## config.mk

```make
export PLATFORM = sky130hd
export DESIGN_NAME = reduction_thresholds
export DESIGN_NICKNAME = d
export VERILOG_FILES = /design/src/rtl/reduction_thresholds_pkg.sv /design/src/rtl/reduction_thresholds_decode.sv /design/src/rtl/reduction_thresholds.sv
export SDC_FILE = /design/constraint.sdc
export NUM_CORES = 1
export LEC_CHECK = 0
export BUFFER_PORTS_ARGS = -buffer_cell sky130_fd_sc_hd__buf_4
export CORE_MARGIN = 2
export CORE_UTILIZATION = 49
export CTS_CLUSTER_DIAMETER = 120
export DETAILED_ROUTE_END_ITERATION = 12
export PLACE_DENSITY_LB_ADDON = 0.12
export SYNTH_ARGS = -nofsm -noshare
export SYNTH_HDL_FRONTEND = slang
export SYNTH_SLANG_ARGS = --single-unit
```

## constraint.sdc

```tcl
create_clock -name clk -period 0.9 [get_ports clk]
set_input_delay 0.045 -clock clk [delete_from_list [all_inputs] [get_ports clk]]
set_output_delay 0.045 -clock clk [all_outputs]
set_load 0.005 [all_outputs]
```

## src/rtl/reduction_thresholds_pkg.sv

```systemverilog
// Shared constants for the colour-reduction threshold register bank.
// Channel addresses, field widths and the reset exponent code.
package reduction_thresholds_pkg;

  localparam int W_OUT_DEF      = 8;
  localparam int W_IN_DEF       = 3;
  localparam int RESET_CODE_DEF = 0;

  typedef enum logic [1:0] {
    CH_HUE  = 2'b00,
    CH_SAT  = 2'b01,
    CH_VAL  = 2'b10,
    CH_RSVD = 2'b11
  } ch_e;

endpackage

```

## src/rtl/reduction_thresholds_decode.sv

```systemverilog
// Combinational exponent-to-threshold decoder: o_thr = 1 << i_code.
// The result is one-hot, so it is never zero.
module threshold_decode
  import reduction_thresholds_pkg::*;
#(
  parameter int W_OUT = W_OUT_DEF,
  parameter int W_IN  = W_IN_DEF
) (
  input  logic [W_IN-1:0]  i_code,
  output logic [W_OUT-1:0] o_thr
);

  // NOTE: default assignment first so every path drives o_thr and no latch is inferred.
  always_comb begin
    o_thr         = '0;
    o_thr[i_code] = 1'b1;
  end

endmodule

```

## src/rtl/reduction_thresholds.sv

```systemverilog
// Per-channel (H/S/V) quantisation threshold registers with addressed writes.
// Outputs come straight from flops; selector 2'b11 is a silent no-op.
module reduction_thresholds
  import reduction_thresholds_pkg::*;
#(
  parameter int W_OUT      = W_OUT_DEF,
  parameter int W_IN       = W_IN_DEF,
  parameter int RESET_CODE = RESET_CODE_DEF
) (
  input  logic             clk,
  input  logic             reset,
  input  logic             select,
  input  logic [1:0]       selector,
  input  logic [W_IN-1:0]  inputVal,
  output logic [W_OUT-1:0] hThreshold,
  output logic [W_OUT-1:0] sThreshold,
  output logic [W_OUT-1:0] vThreshold
);

  localparam logic [W_OUT-1:0] RESET_THR = W_OUT'(1) << RESET_CODE;

  logic [W_OUT-1:0] w_thr;
  logic             w_we_h;
  logic             w_we_s;
  logic             w_we_v;
  ch_e              w_ch;

  logic [W_OUT-1:0] r_h;
  logic [W_OUT-1:0] r_s;
  logic [W_OUT-1:0] r_v;

  threshold_decode #(
    .W_OUT (W_OUT),
    .W_IN  (W_IN)
  ) u_decode (
    .i_code (inputVal),
    .o_thr  (w_thr)
  );

  assign w_ch   = ch_e'(selector);
  assign w_we_h = select && (w_ch == CH_HUE);
  assign w_we_s = select && (w_ch == CH_SAT);
  assign w_we_v = select && (w_ch == CH_VAL);

  // NOTE: sequential state uses non-blocking assignments so all flops update together.
  always_ff @(posedge clk) begin
    if (reset) begin
      r_h <= RESET_THR;
      r_s <= RESET_THR;
      r_v <= RESET_THR;
    end else begin
      if (w_we_h) r_h <= w_thr;
      if (w_we_s) r_s <= w_thr;
      if (w_we_v) r_v <= w_thr;
    end
  end

  assign hThreshold = r_h;
  assign sThreshold = r_s;
  assign vThreshold = r_v;

endmodule

```

* Word level (Yosys, flattened, before mapping)
Cells that the tools add are included.
** Storage, ports and cells
- Register bits after elaboration :: 24
- Bits of input ports :: 8
- Output and inout port bits :: 24
** Cells by class
- Muxes and demuxes :: 2
- Magnitude comparators :: 2
- Equality and inequality tests :: 2
- Reduce and logical (&&, ||, !) cells :: 5
** Operator list (count)
- $logic_and 1x1->1 :: 4
- $lt 3x4->1 const B :: 1
- $demux 1 s3 :: 1
- $ge 3x1->1 const B :: 1
- $eq 2x1->1 const B :: 1
- $eq 2x2->1 const B :: 1
- $logic_not 2->1 :: 1
- $mux 1 :: 1

* Logic depth before layout (Yosys ltp)
Gate-level depths: netlist of run 1.
- Word-level depth :: 4
- Depth in mapped cells :: 3
- Gate-level depth less buffers :: 2

* Cells and area by module
Synthesis of run 1 repeated with hierarchy kept, for this count alone.
** Second synthesis, totals
- Cells, all modules :: 97
- Area, all modules :: 1034.7 um^2
** Modules (own cells, without submodules)
- reduction_thresholds :: area each 969.7 um^2, seq. area each 480.5 um^2, cells an instance 89, instances 1
- threshold_decode :: area each 65.1 um^2, seq. area each 0.0 um^2, cells an instance 8, instances 1

* Least setup slack after synthesis of run 1
No wires, ideal clock.
- Path type :: input port to flip-flop
- From :: input selector[1]
- To :: register r_h[3], in the netlist hThreshold[3]
- Arrival :: 0.672 ns
- Library setup time :: 0.121 ns
- Stages on the path :: 3
- Path slack :: 0.107 ns
- Data required time :: 0.779 ns
- Path buffers :: 1
- Cells stage by stage :: or3b_1 -> buf_6 -> mux2i_1
** Between the ends
- Longest elaborated chain between the ends :: 2
** RTL lines
- start: declaration :: line reduction_thresholds.sv:13 : input logic [1:0] selector,
- $logic_not 2->1 :: line reduction_thresholds.sv:41 : assign w_we_h = select && (w_ch == CH_HUE);
- $logic_and 1x1->1 :: line reduction_thresholds.sv:41
- end signal: assignment :: line reduction_thresholds.sv:52 : if (w_we_h) r_h <= w_thr;
- end: declaration :: line reduction_thresholds.sv:28 : logic [W_OUT-1:0] r_h;
No other way between the ends.
A chain may end at the register's enable or synchronous reset.

* Worst setup path in the final report of run 1
- From :: register r_s[3], in the netlist sThreshold[3]
- To :: output sThreshold[3]
** RTL lines
- start: declaration :: line reduction_thresholds.sv:29 : logic [W_OUT-1:0] r_s;
- start signal: assignment :: line reduction_thresholds.sv:53 : if (w_we_s) r_s <= w_thr;
- end: declaration :: line reduction_thresholds.sv:16 : output logic [W_OUT-1:0] sThreshold,
No word-level cell between the ends.

==> results of run 1 <==
[flip-flops by register name, indices dropped and copies added (netlist names)]
signal / flops
hThreshold: 8
sThreshold: 8
vThreshold: 8
[metrics by stage]
step	utilization, %	total power (µW)	instances
2_1_floorplan	-	1210	92
5_1_grt	71.4	1960	162
6_report	71.4	1870	162
3_5_place_dp	69.5	1330	158
3_3_place_gp	69.5	1330	158
4_1_cts	71.4	1890	162
[cell usage in the layout, fill, tap and decap left out, drive strengths merged]
master,Yosys,layout
nand3b,2,2
nand4b,1,1
and4bb,2,2
dfxtp,24,24
nand4bb,3,3
nor2,3,3
clkbuf,2,4
or3,1,1
mux2i,21,21
nor4b,1,1
nand2b,21,21
buf,4,45
or3b,1,1
a22oi,3,3
or4b,3,3
[power breakdown]
group	switching, µW	internal [µW]	total [µW]
logic	91.0	130	221
registers	9.08	1080	1090
clock network	314	248	562
[final timing paths]
check	end	depth (start not counted)	slack, ps	start
max	sThreshold[3]	1	50	sThreshold[3]
max reg2reg	sThreshold[3]	2	230	sThreshold[3]
min reg2reg	vThreshold[4]	2	480	vThreshold[4]
min	hThreshold[2]	3	80	inputVal[0]
[kinds of logic (layout without fill, tap and decap cells)]
logic type / after synthesis / count (layout) / share of synthesized area, %
AOI/OAI and AO/OA: 3 / 3 / 2.19
muxes: 21 / 21 / 20.5
DFF: 24 / 24 / 46.8
and+or+nand+nor: 38 / 38 / 27.2
buffers and inverters: 6 / 49 / 3.29
[metal layers]
metal	part of all wire, %	global-route usage (%)	vias to the layer above
met5	0	0	-
met4	1.1	5.56	0
met3	4.6	3.33	2
met2	49	30.7	20
met1	45	25.1	399
li1	-	-	411
[layout make-up]
class / count / area [µm²]
tap: 27 / 33.8
clock buffer: 4 / 36.3
multi-input combinational: 62 / 512
fill: 180 / 562
timing repair buffer: 45 / 338
sequential: 24 / 480
==> PnR_summary.wiki, run 1 <==
{| class="wikitable"
! Metric !! Value
|-
| Cell type contributing the most total cell area after synthesis || sky130_fd_sc_hd__dfxtp_1
|-
| Leakage power of the design || 0.000693 µW
|-
| Fraction of synthesized cell area taken by the top area cell type || 46.8%
|-
| Number of distinct library cell variants in the gate-level netlist after synthesis || 16
|-
| Hold crit path type || in -> reg
|-
| DRC violation count after routing || 0
|-
| Detailed-router iteration count before antenna repair || 4
|-
| Final RePlAce weighted congestion || 0.715
|-
| Fraction of registers with async set or reset after synthesis || 0%
|-
| Die Ht || 49.8 µm
|-
| CP startpoint kind || flop
|-
| Chain of cells forming the critical path || buf_4
|-
| Global-route total usage across every layer || 18.7%
|-
| CP delay by family, top || flip-flops
|-
| Starting density of the core || 52.3%
|-
| Count of flip-flops with a built-in enable after synthesis || 0
|-
| FF+latch count, synth || 24
|-
| Hold Worst Slack || 77.5 ps
|-
| Clock net sink count || 24
|-
| Setup repair after global routing missed its margin || no
|-
| Place WS || -110 ps
|-
| Data arrival time of the critical path || 800 ps
|-
| CTS H-tree depth || 1
|-
| Later-pin clock latency in the skew report || 310 ps
|-
| Drt initial violations || 9
|-
| Remaining Overflow, GRT || 0
|-
| Count of synthesis-stage warnings from yosys || 0
|-
| Share of final-layout standard cells stronger than drive strength 1 || 36.3%
|-
| Antenna violations before repair || 0
|-
| Post-DP HPWL || 1660 µm
|-
| Post-DR wirelength/cell || 13.1 µm
|-
| Worst-case clock skew || 0 ps
|-
| PD cells || 1340 nW/µm²
|-
| Number of resized instances in the post-cts repair step || 0
|-
| Total Neg Setup Slack || 0 ps
|-
| Cell Rows || 16
|-
| Total of max-cap violations || 0
|-
| Proportion of synthesized chip area in sequential cells || 46.8%
|-
| Vias in the first global route || 773
|-
| Most frequently used cell type in the post-synthesis netlist || sky130_fd_sc_hd__dfxtp_1
|-
| Count of pins on the block boundary || 32
|-
| Netlist area before placement || 1030 µm²
|-
| Dominant register cell in the synthesized netlist || sky130_fd_sc_hd__dfxtp_1
|-
| Largest buffer count on any clock path || 2
|-
| Finish-stage setup viols || 0
|-
| Cell types occupying the most area after synthesis || sky130_fd_sc_hd__dfxtp_1 47%, sky130_fd_sc_hd__mux2i_1 20%, sky130_fd_sc_hd__nand2b_1 13%
|-
| Required time of the critical path || 850 ps
|-
| Mean instance size in the synthesized netlist || 11.2 µm²
|-
| Area of the core || 1960 µm²
|-
| Critical Path Fanout Max || 2
|-
| Via count of the routed design || 832
|-
| Crit Path Class || reg -> out
|-
| Worst-case setup margin in the final layout || 53.4 ps
|-
| Count of buffer and inverter cells on the critical path || 1
|-
| Total die area || 2480 µm²
|-
| Clock-pin slew of the registers on the worst-case setup and hold paths || 130 ps
|-
| Synth-to-Final Area Change || 36.5%
|-
| Largest stage delay on the critical path || 370 ps
|-
| Final standard cell area without fillers || 1400 µm²
|-
| Period utilisation layout || 94.1%
|-
| Hold violation count in the final report || 0
|-
| Die width || 49.8 µm
|-
| Worst slew margin relative to its limit || 82.5%
|-
| Pin count of the biggest net entering global routing || 16
|-
| Syn nets || 100
|-
| Number of antenna-violating nets in the routed design || 0
|-
| Critical path's slowest cell || sky130_fd_sc_hd__dfxtp_1
|-
| Most frequent cells after synthesis || 24 x sky130_fd_sc_hd__dfxtp_1, 21 x sky130_fd_sc_hd__mux2i_1, 21 x sky130_fd_sc_hd__nand2b_1
|-
| Number of input and output port buffers inserted || 31
|-
| Number of buffers added by the clock tree synthesis step || 3
|-
| Clock tree from TritonCTS || built
|-
| Post-CTS Setup Repair Bufs || 0
|-
| Clock period minus worst slack || 847 ps
|-
| Clock tree root buffer cell || sky130_fd_sc_hd__clkbuf_4
|-
| Worst Setup End Kind || primary output
|-
| Achievable clock frequency || 1.18 GHz
|-
| DR vias/cell || 5.14
|-
| Final wirelength || 2120 µm
|-
| Placed Instance Area || 1360 µm²
|-
| Transition at the pin with the smallest max-transition slack || 260 ps
|-
| Diodes inserted || 0
|-
| Final #Nets || 144
|-
| Hold-fix buffers, CTS || 0
|-
| Status || finished, final reports clean
|-
| First-pass GRT wire length || 3570 µm
|-
| Synthesized netlist cell count || 92
|-
| Worst vdd ir || 0.00122 V
|-
| Count of final max-slew check failures || 0
|}
(Power assumes the default switching activity.)
==> run 2: changes to the inputs <==
--- a/config.mk
+++ b/config.mk
@@ -5,12 +5,15 @@
 export SDC_FILE = /design/constraint.sdc
 export NUM_CORES = 1
 export LEC_CHECK = 0
+export ABC_AREA = 1
 export BUFFER_PORTS_ARGS = -buffer_cell sky130_fd_sc_hd__buf_4
 export CORE_MARGIN = 2
-export CORE_UTILIZATION = 49
+export CORE_UTILIZATION = 50
 export CTS_CLUSTER_DIAMETER = 120
 export DETAILED_ROUTE_END_ITERATION = 12
+export MAX_ROUTING_LAYER = met4
 export PLACE_DENSITY_LB_ADDON = 0.12
 export SYNTH_ARGS = -nofsm -noshare
 export SYNTH_HDL_FRONTEND = slang
+export SYNTH_HIERARCHICAL = 1
 export SYNTH_SLANG_ARGS = --single-unit
==> run 2 against run 1 <==
Against the previous run: area after synthesis up 7.1%; clock power up 38%; critical path type unchanged; setup slack worse by 8.4 ps; fmax down 0.99%; flip-flop and latch count unchanged; largest cell class is now sequential cells; clock skew unchanged.
==> PnR_summary.wiki, run 2 <==
{| class="wikitable"
! Metric !! Value
|-
| Status || finished, final reports clean
|-
| Mean instance size in the synthesized netlist || 6.58 µm²
|-
| Count of buffer and inverter cells on the critical path || 1
|-
| Data arrival time of the critical path || 810 ps
|-
| Netlist area before placement || 1100 µm²
|-
| Fraction of registers with async set or reset after synthesis || 0%
|-
| Die Ht || 50.9 µm
|-
| Largest stage delay on the critical path || 370 ps
|-
| Hold Worst Slack || 45.0 ps
|-
| DR vias/cell || 4.68
|-
| Final RePlAce weighted congestion || 0.764
|-
| Syn nets || 175
|-
| Die width || 50.9 µm
|-
| Transition at the pin with the smallest max-transition slack || 347 ps
|-
| Post-route non-filler standard cell count || 225
|-
| Starting density of the core || 54.3%
|-
| Total of max-cap violations || 0
|-
| CTS H-tree depth || 1
|-
| Total Neg Setup Slack || 0 ps
|-
| Most frequent cells in the layout || 43 x sky130_fd_sc_hd__nand2_1, 43 x sky130_fd_sc_hd__nor2_1, 33 x sky130_fd_sc_hd__buf_4
|-
| Cell type contributing the most total cell area after synthesis || sky130_fd_sc_hd__dfxtp_1
|-
| Post-CTS Setup Repair Bufs || 0
|-
| Number of resized instances in the post-cts repair step || 0
|-
| Crit Path Class || reg -> out
|-
| Proportion of synthesized chip area in sequential cells || 43.7%
|-
| Final wirelength || 2390 µm
|-
| Period utilisation layout || 95.0%
|-
| Via count of the routed design || 1054
|-
| Required time of the critical path || 850 ps
|-
| Post-DP HPWL || 1650 µm
|-
| Cell types occupying the most area after synthesis || sky130_fd_sc_hd__dfxtp_1 44%, sky130_fd_sc_hd__nand2_1 15%, sky130_fd_sc_hd__nor2_1 15%
|-
| Detailed-router iteration count before antenna repair || 4
|-
| Total die area || 2590 µm²
|-
| Clock-pin slew of the registers on the worst-case setup and hold paths || 140 ps
|-
| Clock tree from TritonCTS || built
|-
| Hold violation count in the final report || 0
|-
| Number of antenna-violating nets in the routed design || 0
|-
| Largest buffer count on any clock path || 2
|-
| Synthesized netlist cell count || 167
|-
| First-pass GRT wire length || 3870 µm
|-
| Clock net sink count || 24
|-
| Cell Rows || 16
|-
| Diodes inserted || 0
|-
| Number of input and output port buffers inserted || 31
|-
| Synth-to-Final Area Change || 27.6%
|-
| Drt initial violations || 16
|-
| Final #Nets || 207
|-
| CP startpoint kind || flop
|-
| PD cells || 1620 nW/µm²
|-
| Achievable clock frequency || 1.17 GHz
|-
| Hold crit path type || in -> reg
|-
| Dpl cells || 221
|-
| Worst-case clock skew || 0 ps
|-
| Global-route total usage across every layer || 20.7%
|-
| Critical path's slowest cell || sky130_fd_sc_hd__dfxtp_1
|-
| Vias in the first global route || 937
|-
| Worst vdd ir || 0.00136 V
|-
| Area of the core || 2020 µm²
|-
| Hold-fix buffers, CTS || 0
|-
| Pin count of the biggest net entering global routing || 25
|-
| Share of final-layout standard cells stronger than drive strength 1 || 22.7%
|-
| Count of pins on the block boundary || 32
|-
| Finish-stage setup viols || 0
|-
| Most frequent cells after synthesis || 43 x sky130_fd_sc_hd__nand2_1, 43 x sky130_fd_sc_hd__nor2_1, 24 x sky130_fd_sc_hd__dfxtp_1, 24 x sky130_fd_sc_hd__inv_1, 11 x sky130_fd_sc_hd__nand3_1
|-
| Chain of cells forming the critical path || buf_4
|-
| Later-pin clock latency in the skew report || 310 ps
|-
| Count of synthesis-stage warnings from yosys || 6
|-
| Clock tree root buffer cell || sky130_fd_sc_hd__clkbuf_4
|-
| Count of flip-flops with a built-in enable after synthesis || 0
|-
| DRC violation count after routing || 0
|-
| Clock period minus worst slack || 855 ps
|-
| Critical Path Fanout Max || 2
|-
| FF+latch count, synth || 24
|-
| Number of distinct library cell variants in the gate-level netlist after synthesis || 14
|-
| Worst Setup End Kind || primary output
|-
| Worst slew margin relative to its limit || 76.8%
|-
| Leakage power of the design || 0.000764 µW
|-
| Fraction of synthesized cell area taken by the top area cell type || 43.7%
|-
| Count of final max-slew check failures || 0
|-
| Antenna violations before repair || 0
|-
| Dominant register cell in the synthesized netlist || sky130_fd_sc_hd__dfxtp_1
|-
| Number of buffers added by the clock tree synthesis step || 3
|-
| CP delay by family, top || flip-flops
|-
| Setup repair after global routing missed its margin || no
|-
| Post-DR wirelength/cell || 10.6 µm
|-
| Remaining Overflow, GRT || 0
|}
## run 2: cell families (layout without fill, tap and decap cells)
family / after synthesis / count (layout) / share of synthesized area, %
buffers and inverters: 34 / 65 / 14.0
AOI/OAI and AO/OA: 7 / 7 / 3.19
and+or+nand+nor: 102 / 102 / 39.1
DFF: 24 / 24 / 43.7
## run 2: power by group
part | switching [µW] | internal (µW) | total, µW
combinational | 187 | 159 | 346
sequential | 27.7 | 1120 | 1140
clock | 328 | 450 | 778
## run 2: final timing paths
check | start | endpoint | slack [ps] | cells past startpoint
worst max-delay path | vThreshold[4] | vThreshold[4] | 40 | 1
worst min-delay path | selector[1] | vThreshold[0] | 50 | 3
worst max register to register | sThreshold[4] | sThreshold[4] | 240 | 4
worst min register to register | sThreshold[0] | sThreshold[0] | 470 | 2
## run 2: tightest hold or removal path: stages
cell and delay [ps]:
sky130_fd_sc_hd__buf_4 120, sky130_fd_sc_hd__nand4_1 100, sky130_fd_sc_hd__nand3_1 80
## run 2: per-layer routing
layer	global-route usage (%)	up-vias	part of all wire, %
met4	10.4	0	2.0
met5	-	-	0
li1	-	555	-
met3	4.09	8	5.0
met2	35.7	33	48
met1	22.7	458	44
## run 2: area by class of cell
| cell class | instances | area, µm² |
|---|---|---|
| fill | 170 | 621 |
| clock buffer | 3 | 22.5 |
| sequential | 24 | 482 |
| clock inverter | 1 | 30.0 |
| inverter | 27 | 101 |
| multi-input combinational | 109 | 464 |
| tap | 27 | 33.8 |
| timing repair buffer | 34 | 268 |
## run 2: stage by stage
step | instance area, µm² | util [%] | total power [µW] | setup WS, ps
2_1_floorplan | 1100 | - | 1360 | 247
6_report | 1400 | 69.3 | 2270 | 44.9
5_1_grt | 1400 | 69.3 | 2370 | 12.3
3_5_place_dp | 1350 | 66.6 | 1510 | 21.0
3_3_place_gp | 1350 | 66.6 | 1500 | 41.0
4_1_cts | 1400 | 69.2 | 2280 | 43.5
==> run 3: changes to the inputs <==
--- a/config.mk
+++ b/config.mk
@@ -8,7 +8,7 @@
 export ABC_AREA = 1
 export BUFFER_PORTS_ARGS = -buffer_cell sky130_fd_sc_hd__buf_4
 export CORE_MARGIN = 2
-export CORE_UTILIZATION = 50
+export CORE_UTILIZATION = 40
 export CTS_CLUSTER_DIAMETER = 120
 export DETAILED_ROUTE_END_ITERATION = 12
 export MAX_ROUTING_LAYER = met4
==> run 3 against run 2 <==
Against the previous run: clock power fell by 0.8%; non-clock buffer count up 2; clock skew is the same; fmax up 1.9%; die area is 23% higher; wire length fell by 3.4%; count of clock-buffer cells in the layout unchanged; core utilization shrank 16 points; flip-flop and latch count stayed put; hold slack better by 30 ps; design area up 1.3%.
==> PnR_summary.wiki, run 3 (synthesis gave the netlist of run 2 again) <==
{| class="wikitable"
! Metric !! Value
|-
| Total of max-cap violations || 0
|-
| Later-pin clock latency in the skew report || 310 ps
|-
| Drt initial violations || 33
|-
| Worst Setup End Kind || primary output
|-
| Clock net sink count || 24
|-
| Share of final-layout standard cells stronger than drive strength 1 || 23.0%
|-
| Number of resized instances in the post-cts repair step || 0
|-
| Clock-pin slew of the registers on the worst-case setup and hold paths || 130 ps
|-
| CP delay by family, top || flip-flops
|-
| Remaining Overflow, GRT || 0
|-
| Hold-fix buffers, CTS || 0
|-
| Synth-to-Final Area Change || 29.3%
|-
| Hold crit path type || in -> reg
|-
| Overall Power || 2260 µW
|-
| Dpl cells || 227
|-
| Largest stage delay on the critical path || 370 ps
|-
| Critical path's slowest cell || sky130_fd_sc_hd__dfxtp_1
|-
| Critical Path Fanout Max || 2
|-
| Count of buffer and inverter cells on the critical path || 1
|-
| Hold violation count in the final report || 0
|-
| Clock tree from TritonCTS || built
|-
| Worst-case clock skew || 0 ps
|-
| Final wirelength || 2310 µm
|-
| Clock period minus worst slack || 839 ps
|-
| Final #Nets || 209
|-
| Via count of the routed design || 1046
|-
| Data arrival time of the critical path || 790 ps
|-
| Number of antenna-violating nets in the routed design || 0
|-
| Die Ht || 56.4 µm
|-
| Transition at the pin with the smallest max-transition slack || 322 ps
|-
| Status || finished, final reports clean
|-
| Diodes inserted || 0
|-
| Number of buffers added by the clock tree synthesis step || 3
|-
| Die width || 56.4 µm
|-
| Number of filler cells placed in the layout || 281
|-
| Number of input and output port buffers inserted || 31
|-
| Count of final max-slew check failures || 0
|-
| Area of the core || 2690 µm²
|-
| Worst path depth || 1
|-
| Leakage power of the design || 0.000774 µW
|-
| Post-DP HPWL || 1710 µm
|-
| Cell depth of the worst min-delay path || 3
|-
| Setup repair after global routing missed its margin || no
|-
| Crit Path Class || reg -> out
|-
| Final RePlAce weighted congestion || 0.814
|-
| Required time of the critical path || 850 ps
|-
| Total die area || 3180 µm²
|-
| First-pass GRT wire length || 3860 µm
|-
| Starting density of the core || 40.9%
|-
| PD cells || 1590 nW/µm²
|-
| Utilization after layout || 52.9%
|-
| Hold Worst Slack || 75.1 ps
|-
| Total Neg Setup Slack || 0 ps
|-
| Pin count of the biggest net entering global routing || 25
|-
| Post-DR wirelength/cell || 10.0 µm
|-
| Most frequent cells in the layout || 43 x sky130_fd_sc_hd__nand2_1, 43 x sky130_fd_sc_hd__nor2_1, 35 x sky130_fd_sc_hd__buf_4
|-
| Worst vdd ir || 0.00127 V
|-
| Vias in the first global route || 922
|-
| DRC violation count after routing || 0
|-
| Antenna violations before repair || 0
|-
| Count of pins on the block boundary || 32
|-
| Finish-stage setup viols || 0
|-
| Worst slew margin relative to its limit || 78.5%
|-
| CTS H-tree depth || 1
|-
| Post-route non-filler standard cell count || 231
|-
| Period utilisation layout || 93.3%
|-
| Global-route total usage across every layer || 15.7%
|-
| Clock tree root buffer cell || sky130_fd_sc_hd__clkbuf_4
|-
| Worst reg2reg path depth || 4
|-
| Cell Rows || 19
|-
| Largest buffer count on any clock path || 2
|-
| Detailed-router iteration count before antenna repair || 4
|-
| Chain of cells forming the critical path || buf_4
|-
| CP startpoint kind || flop
|-
| DR vias/cell || 4.53
|-
| Post-CTS Setup Repair Bufs || 0
|-
| Achievable clock frequency || 1.19 GHz
|}
run 3: final cells by class:
cell class / instances / area [µm²] / share of cell area (%)
Tap cell: 31 / 38.8 / 2.73
Sequential cell: 24 / 480 / 33.8
Clock buffer: 3 / 22.5 / 1.59
Clock inverter: 1 / 30.0 / 2.11
Multi-Input combinational cell: 109 / 464 / 32.7
Inverter: 27 / 101 / 7.14
Timing Repair Buffer: 36 / 283 / 19.9
run 3: layer usage:
layer / GRT usage [%] / up-vias / wire length (µm) / part of all wire (%)
li1: - / 559 / - / -
met1: 17.7 / 460 / 1050 / 45
met2: 27.9 / 25 / 1150 / 50
met3: 2.07 / 2 / 90 / 3.9
met4: 6.12 / 0 / 17 / 0.74
met5: - / - / 0 / 0
run 3: path summary, 6_finish.rpt:
path	start	endpoint	slack, ps
setup / recovery	vThreshold[7]	vThreshold[7]	60
hold / removal	select	sThreshold[0]	80
setup reg to reg	vThreshold[5]	vThreshold[5]	260
hold reg to reg	vThreshold[0]	vThreshold[0]	480
run 3: power by group:
| group | total (µW) | internal (µW) | leakage [µW] | switching [µW] |
|---|---|---|---|---|
| sequential | 1140 | 1120 | 0.000196 | 26.5 |
| clock | 772 | 450 | 0.0000279 | 322 |
| combinational | 346 | 163 | 0.000549 | 184 |
run 3: stage by stage:
| step | worst slack, ps | cell area (µm²) |
|---|---|---|
| global route | 6.50 | 1420 |
| detailed placement | 23.2 | 1370 |
| finish | 60.7 | 1420 |
| CTS | 34.1 | 1420 |
| floorplan | 247 | 1100 |
| global placement | 55.1 | 1370 |
